## config.mk

```make
export PLATFORM = sky130hd
export DESIGN_NAME = multi_pulse_sync
export DESIGN_NICKNAME = d
export VERILOG_FILES = /design/src/rtl/multi_pulse_sync_pkg.sv /design/src/rtl/bit_sync.sv /design/src/rtl/multi_pulse_sync.sv
export SDC_FILE = /design/constraint.sdc
export NUM_CORES = 1
export LEC_CHECK = 0
export ABC_AREA = 1
export BUFFER_PORTS_ARGS = -buffer_cell sky130_fd_sc_hd__buf_2
export CAP_MARGIN = 20
export CORE_UTILIZATION = 40
export CTS_CLUSTER_DIAMETER = 200
export DETAILED_ROUTE_END_ITERATION = 10
export PLACE_DENSITY = 0.61
export SYNTH_ARGS = -nofsm -noshare
export SYNTH_HDL_FRONTEND = slang
export SYNTH_SLANG_ARGS = --single-unit
export TNS_END_PERCENT = 5
```

## constraint.sdc

```tcl
create_clock -name clk -period 1.4 [get_ports clk]
set_clock_uncertainty 0.2 [all_clocks]
set_input_delay 0.21 -clock clk [delete_from_list [all_inputs] [get_ports clk]]
set_output_delay 0.21 -clock clk [all_outputs]
set_load 0.03 [all_outputs]
```

## src/rtl/multi_pulse_sync_pkg.sv

```systemverilog
// Shared constants for multi_pulse_sync: edge-mode encodings, legal
// parameter ranges and the edge qualifier used by the per-channel detector.
package multi_pulse_sync_pkg;

   localparam logic [1:0] MODE_ANY  = 2'b00;
   localparam logic [1:0] MODE_RISE = 2'b01;
   localparam logic [1:0] MODE_FALL = 2'b10;

   localparam int unsigned CH_MIN    = 1;
   localparam int unsigned CH_MAX    = 32;
   localparam int unsigned SYNC_MIN  = 2;
   localparam int unsigned SYNC_MAX  = 4;
   localparam int unsigned CNT_W_MIN = 1;
   localparam int unsigned CNT_W_MAX = 8;

   // Qualify a level change; any unlisted mode (including 2'b11) means either edge.
   function automatic logic edge_qualify(input logic [1:0] mode,
                                         input logic       cur,
                                         input logic       prev);
      logic hit;
      case (mode)
         MODE_RISE: hit = cur & ~prev;
         MODE_FALL: hit = ~cur & prev;
         default:   hit = cur ^ prev;
      endcase
      return hit;
   endfunction

endpackage

```

## src/rtl/bit_sync.sv

```systemverilog
// Single-bit multi-flop synchroniser; pure flop chain with no logic between stages.
module bit_sync #(
   parameter int unsigned STAGES = 2
) (
   input  logic clk,
   input  logic rst,
   input  logic din,
   output logic dout
);

   (* async_reg = "true" *) logic [STAGES-1:0] sync_q;
   logic [STAGES-1:0] sync_d;

   // Shift the raw input one stage deeper each cycle.
   always_comb begin
      sync_d = {sync_q[STAGES-2:0], din};
   end

   // Synchroniser chain register.
   always_ff @(posedge clk or posedge rst) begin
      if (rst) begin
         sync_q <= '0;
      end else begin
         sync_q <= sync_d;
      end
   end

   assign dout = sync_q[STAGES-1];

endmodule

```

## src/rtl/multi_pulse_sync.sv

```systemverilog
// Multi-channel async event synchroniser with per-channel pending-event
// counters and valid/ready handoff. Optional sticky overflow flag is built
// when MULTI_PULSE_SYNC_OVF_EN is defined; otherwise evt_overflow reads 0.
module multi_pulse_sync
   import multi_pulse_sync_pkg::*;
#(
   parameter int unsigned CH          = 4,
   parameter int unsigned SYNC_STAGES = 2,
   parameter int unsigned CNT_W       = 3,
   parameter logic [1:0]  EDGE_MODE   = MODE_ANY
) (
   input  logic          clk,
   input  logic          rst,
   input  logic [CH-1:0] async_in,
   output logic [CH-1:0] evt_valid,
   input  logic [CH-1:0] evt_ready,
   output logic [CH-1:0] evt_overflow,
   input  logic [CH-1:0] ovf_clr
);

   localparam logic [CNT_W-1:0] CNT_MAX = '1;

   if (CH < CH_MIN || CH > CH_MAX ||
       SYNC_STAGES < SYNC_MIN || SYNC_STAGES > SYNC_MAX ||
       CNT_W < CNT_W_MIN || CNT_W > CNT_W_MAX) begin : g_bad_param
      $error("multi_pulse_sync: parameter outside legal range");
   end

   logic [CH-1:0]            sync_out;
   logic [CH-1:0]            hist_q, hist_d;
   logic [CH-1:0][CNT_W-1:0] cnt_q, cnt_d;
   logic [CH-1:0]            valid_q, valid_d;
   logic [CH-1:0]            ovf_q, ovf_d;
   logic [CH-1:0]            detect, accept, sat_hit;

   // One synchroniser per channel.
   for (genvar i = 0; i < CH; i++) begin : g_sync
      bit_sync #(.STAGES(SYNC_STAGES)) u_sync (
         .clk  (clk),
         .rst  (rst),
         .din  (async_in[i]),
         .dout (sync_out[i])
      );
   end

   // Edge detect, pending-count update and overflow tracking per channel.
   always_comb begin
      hist_d  = sync_out;
      cnt_d   = cnt_q;
      valid_d = '0;
      ovf_d   = '0;
      detect  = '0;
      accept  = '0;
      sat_hit = '0;
      for (int i = 0; i < int'(CH); i++) begin
         detect[i] = edge_qualify(EDGE_MODE, sync_out[i], hist_q[i]);
         accept[i] = valid_q[i] & evt_ready[i];
         if (detect[i] && !accept[i]) begin
            if (cnt_q[i] == CNT_MAX) begin
               sat_hit[i] = 1'b1;
            end else begin
               cnt_d[i] = cnt_q[i] + CNT_W'(1);
            end
         end else if (accept[i] && !detect[i]) begin
            cnt_d[i] = cnt_q[i] - CNT_W'(1);
         end
         valid_d[i] = (cnt_d[i] != '0);
`ifdef MULTI_PULSE_SYNC_OVF_EN
         // A new saturation in the same cycle as a clear keeps the flag set.
         ovf_d[i] = (ovf_q[i] & ~ovf_clr[i]) | sat_hit[i];
`else
         ovf_d[i] = 1'b0;
`endif
      end
   end

`ifndef MULTI_PULSE_SYNC_OVF_EN
   // Overflow inputs are intentionally ignored in this build.
   logic ovf_in_unused;
   assign ovf_in_unused = ^{ovf_clr, sat_hit};
`endif

   // Channel state registers; reset discards all pending events at once.
   always_ff @(posedge clk or posedge rst) begin
      if (rst) begin
         hist_q  <= '0;
         cnt_q   <= '0;
         valid_q <= '0;
         ovf_q   <= '0;
      end else begin
         hist_q  <= hist_d;
         cnt_q   <= cnt_d;
         valid_q <= valid_d;
         ovf_q   <= ovf_d;
      end
   end

   assign evt_valid    = valid_q;
   assign evt_overflow = ovf_q;

endmodule

```

---- After elaboration in Yosys (flattened, before gate mapping) ----
Cells that the tools add are included.
W data, S select, Z words.
word-level totals
  register bits after elaboration ......... 28
  input port bits ......................... 14
  output and inout bits ................... 8
  word-level logic and storage cells ...... 62
cells by class
  add/subtract/negate cells ............... 8
  eq/ne operators ......................... 4
  multiplexer cells ....................... 12
  bitwise operators ....................... 8
  reductions and logical operators ........ 20
operators by type and width
  operator               count
  $mux W3                12
  $add A3 B1 Y3 const B  4
  $eq A3 B3 Y1 const B   4
  $reduce_bool A3 Y1     4
  $sub A3 B1 Y3 const B  4
  $logic_and A1 B1 Y1    8
  $logic_not A1 Y1       8
  $and A1 B1 Y1          4
  $xor A1 B1 Y1          4

---- Longest topological paths before layout ----
  depth after elaboration ................. 6
  mapped depth ............................ 8
  depth with buffers taken out ............ 8

---- Hierarchy ----
From an unflattened synthesis, not the netlist that was laid out.
unflattened totals
  cells, all modules ...................... 203
  area, all modules ....................... 1541.5 µm²
modules (own cells, without submodules)
  module            times used  cells each  area an instance (µm²)  seq. area each (µm²)
  multi_pulse_sync  1           191         1326.3                  500.5
  bit_sync          4           3           53.8                    50.0

---- Worst setup path before layout ----
OpenSTA, ideal clock, no wires.
  kind .................................... register to register
  start point ............................. reg valid_q[0] (netlist: evt_valid[0])
  end point ............................... reg valid_q[0] (netlist: evt_valid[0])
  setup time .............................. 0.128 ns
  data arrival time ....................... 1.098 ns
  data required time ...................... 1.072 ns
  setup slack ............................. -0.026 ns
  cell stages (with the launch flop) ...... 8
  buffers on the path ..................... 0
  period minus slack after synthesis ...... 1.426 ns
  cell sequence ........................... dfrtp_1 > nand2_1 > inv_1 > nand2_2 > nand2_1 > nor2_1 > nor2_1 > nand3_1
on the way
  cells in the longest elaborated chain, start to end .. 5
  elaborated cells between the ends (all ways) .. 7
  classes of those cells .................. mux: 2; bitwise: 1; reduce/logical: 4
ends and longest elaborated chain
  element                                                         RTL line                                        text
  start: declaration                                              multi_pulse_sync.sv:32                          logic [CH-1:0] valid_q, valid_d;
  start signal: assignment                                        multi_pulse_sync.sv:93                          valid_q <= valid_d;
  $and A1 B1 Y1 *                                                 multi_pulse_sync.sv:57                          accept[i] = valid_q[i] & evt_ready[i];
  $logic_and A1 B1 Y1 / $logic_not A1 Y1 (equally long branches)  multi_pulse_sync.sv:64, multi_pulse_sync.sv:58
  $mux W3 / $logic_and A1 B1 Y1 (equally long branches)           multi_pulse_sync.sv:64, multi_pulse_sync.sv:58
  $mux W3 *                                                       multi_pulse_sync.sv:58                          if (detect[i] && !accept[i]) begin
  $reduce_bool A3 Y1 *                                            multi_pulse_sync.sv:67                          valid_d[i] = (cnt_d[i] != '0);
  named net valid_d[0]                                            multi_pulse_sync.sv:32
The timed path passes the listed nets; every way through them passes the cells marked *.

---- Worst setup path in the final report ----
  start point ............................. reg cnt_q[0] (netlist name)
  end point ............................... reg valid_q[0] (netlist: evt_valid[0])
on the way
  cells in the longest elaborated chain, start to end .. 4
  elaborated cells between the ends (all ways) .. 7
  classes of those cells .................. add/sub: 2; eq/ne: 1; mux: 3; reduce/logical: 1
ends and longest elaborated chain
  element                                      RTL line                                        text
  start: declaration                           multi_pulse_sync.sv:31                          logic [CH-1:0][CNT_W-1:0] cnt_q, cnt_d;
  start signal: assignment                     multi_pulse_sync.sv:92                          cnt_q <= cnt_d;
  $sub A3 B1 Y3, or another cell as far along  multi_pulse_sync.sv:65                          cnt_d[i] = cnt_q[i] - CNT_W'(1);
  $mux W3 (on tied branches)                   multi_pulse_sync.sv:64, multi_pulse_sync.sv:59
  $mux W3 *                                    multi_pulse_sync.sv:58
  $reduce_bool A3 Y1 *                         multi_pulse_sync.sv:67
  named net valid_d[0]                         multi_pulse_sync.sv:32
Marks and branches as above.

==> results by group <==
Run status
  – Outcome: finished with violations
  – Violated checks: setup timing

Yosys
  – Count of cell types in the netlist: 12
  – Simple-Gate Fraction of Synth Area: 0.362
  – YS warnings: 0
  – Post-synthesis compound-gate area fraction: 0
  – Count leader, synth: nand2_1
  – Avg Synthesized Cell Area: 7.67 sq um
  – Post-synth EDFFs: 0
  – Largest family of logic cells by synthesized area: simple AND/OR/NAND/NOR gates
  – Sequential-to-total area share from yosys stat: 0.459
  – Yosys top cell by area: dfrtp_1
  – Synth Instances: 199
  – Yosys top cell area share: 0.459
  – Async set or reset register ratio after synthesis: 1.00
  – Multiplexer area fraction after synthesis: 0
  – Synth top cells by count: 59 x nand2_1, 37 x inv_1, 28 x dfrtp_1
  – Synth Register Bits: 28
  – Post-synthesis adder-cell area fraction: 0.0656
  – Synth Flop Type: dfrtp_1
  – Ranking of synthesized cells by area: dfrtp_1 46%, nand2_1 15%, inv_1 9.1%, nand3_1 8.9%, ha_1 6.6%
  – Post-Syn Area: 0.00153 sq mm
  – Synth Area in XOR/XNOR: 0

Finish
  – Layout cells sized above 1: 0.259
  – Final Core Density: 0.525
  – Area Growth Syn to Fin: 26.0%
  – Post-route non-filler standard cell count: 280
  – Fillers: 341
  – Final-stage net count: 255
  – Antenna cells: 0

Routing
  – Post-route ant nets: 0
  – 1st-pass router iterations: 4
  – Via density: 4.60
  – Post-Route WL: 2.68 mm
  – Vias: 1289
  – DRT iter0 DRCs: 55
  – DR DRC count: 0
  – DR WL/cell: 9.57 microns

Clock network
  – CTS Buffer Depth: 2
  – Clock transition at the registers of the reported paths: 0.09 ns
  – Clock latency on the worst-skew pair: 0.27 ns
  – Clock sinks: 28
  – # H-tree levels: 1
  – Clock Tree Root: clkbuf_8
  – CTS tree: built
  – Num CTS Buffers: 3

GRT
  – Gr usage total: 0.145
  – Remaining Overflow, GRT: 0
  – Pin count of the biggest net entering global routing: 29
  – Vias in the first global route: 1155
  – Antenna violations before repair: 0
  – First-pass GRT wire length: 4.58 mm

Power
  – Flop pwr share: 0.340
  – Worst vdd ir: 0.877 mV
  – Final Power: 3.57 mW
  – Switching fraction of total power: 0.388
  – Pwr dens: 1860 mW/mm^2
  – Internal Power: 2.19 mW
  – Clk pwr share: 0.176
  – Static Leak: 1.05 nW
  – Sw Pwr: 1.39 mW
  – Comb power frac: 0.484

Die
  – Core Footprint: 0.00366 sq mm
  – Die Y-Extent: 63.8 microns
  – Row count: 22
  – I/O Pins: 22
  – Die W: 63.8 microns
  – Die area: 0.00407 sq mm
  – Initial core utilization: 0.417

STA
  – Final WS setup: -0.0932 ns
  – Worst hold margin: 0.156 ns
  – RSZ-0062 raised after global routing: true
  – Final hold violations: 0
  – Final setup violating endpoints: 7
  – Minimum clock period: 1.49 ns
  – Final period util: 1.07
  – Final Max Tran Viols: 0
  – Fmax: 670 MHz

Hold path
  – Hold crit path type: register to register

Place
  – Final HPWL DP: 1.86 mm
  – GPL Wtd Cong: 0.861
  – Placed insts: 265
  – # port buffers: 13

Worst setup path
  – Worst Path Required: 1.35 ns
  – CP Capture Type: register
  – Worst Path Arrival: 1.45 ns
  – Critical Path Start Type: register
  – WS Path Type: register to register
  – Crit-path max FO: 3

Job
  – MaxCap Viol Count: 0
## placed cells by master, fill, tap and decap left out
| cell type | instances |
|---|---|
| buf_4 | 12 |
| nand4_1 | 10 |
| ha_1 | 2 |
| conb_1 | 4 |
| nand3b_1 | 4 |
| bufinv_16 | 1 |
| nand3_1 | 24 |
| inv_1 | 33 |
| nor2_1 | 8 |
| ha_4 | 3 |
| nor2_2 | 4 |
| nand2_2 | 13 |
| buf_2 | 13 |
| inv_2 | 4 |
| clkbuf_8 | 3 |
| dlygate4sd3_1 | 5 |
| dfrtp_1 | 27 |
| nand2_1 | 55 |
| dfrtp_2 | 1 |
| ha_2 | 3 |
| nand3_2 | 3 |
## kinds of logic (layout without fill, tap and decap cells)
group / count (synthesis) / in the layout
flip-flops: 28 / 28
other: 1 / 4
AND/OR/NAND/NOR: 121 / 121
adder cells (fa/ha/maj): 8 / 8
buffers and inverters: 41 / 71
## path summary, 6_finish.rpt
| path | from | to | slack (ns) | cells past startpoint |
|---|---|---|---|---|
| setup reg to reg | cnt_q[0] | evt_valid[0] | -0.09 | 7 |
| max in group asynchronous | rst | evt_valid[0] | 0.39 | 4 |
| min in group asynchronous | rst | g_sync[0].u_sync.sync_q[0] | 0.33 | 4 |
| hold / removal | g_sync[3].u_sync.sync_q[0] | g_sync[3].u_sync.sync_q[1] | 0.16 | 0 |
| hold reg to reg | g_sync[3].u_sync.sync_q[0] | g_sync[3].u_sync.sync_q[1] | 0.16 | 0 |
| setup / recovery | cnt_q[0] | evt_valid[0] | -0.09 | 7 |
## routing by layer
| layer | vias up | GRT usage | share of wire | wire length, microns |
|---|---|---|---|---|
| li1 | 678 | - | - | - |
| met1 | 581 | 0.178 | 0.48 | 1280 |
| met2 | 25 | 0.249 | 0.47 | 1270 |
| met3 | 5 | 0.0268 | 0.029 | 79 |
| met4 | 0 | 0.0597 | 0.016 | 44 |
| met5 | - | 0 | 0 | 0 |
## flip-flops by register name, indices dropped and copies added, names as in the netlist
signal	flops
cnt_q	12
evt_valid	4
g_sync.u_sync.sync_q	8
hist_q	4
## power groups by stage
stage          registers [mW]  logic [mW]  clock network (mW)
2_1_floorplan            1.27       0.965                   0
3_3_place_gp             1.21        1.38                   0
3_5_place_dp             1.22        1.38                   0
4_1_cts                  1.20        1.54               0.657
5_1_grt                  1.25        1.98               0.687
6_report                 1.21        1.73               0.630
## per-stage QoR
step	worst slack (ns)	cell area [sq um]	TNS [ns]
after floorplan	-0.0263	1540	-0.0526
after global routing	-0.165	1920	-1.22
after CTS	-0.101	1860	-0.410
after detailed placement	-0.105	1680	-0.551
final	-0.0932	1920	-0.228
after global placement	-0.113	1680	-0.511
## what timing repair did
| item | CTS | global route |
|---|---|---|
| hold buffers | 5 | 0 |
| hold endpoints to repair | 32 | 0 |
| gates resized for setup | 6 | 14 |
| pin swaps | 13 | 7 |
| setup endpoints to repair | 11 | 13 |
| buffers inserted | 5 | 1 |
## cell type report
type | count | area, sq um | share of cell area
Clock buffer | 3 | 41.3 | 0.0215
Tap cell | 48 | 60.1 | 0.0312
Timing Repair Buffer | 30 | 205 | 0.107
Clock inverter | 1 | 30.0 | 0.0156
Multi-Input combinational cell | 133 | 746 | 0.388
Inverter | 37 | 139 | 0.0722
Sequential cell | 28 | 702 | 0.365
## critical path, cell delays in order, from the launching register on
cell and delay [ns]:
dfrtp_1 0.41, ha_1 0.24, nand2_1 0.09, nand4_1 0.12
nand2_1 0.09, nand2_1 0.05, nand2_1 0.08, nand3_1 0.10
No activity file was read; power rests on OpenSTA's default activity.
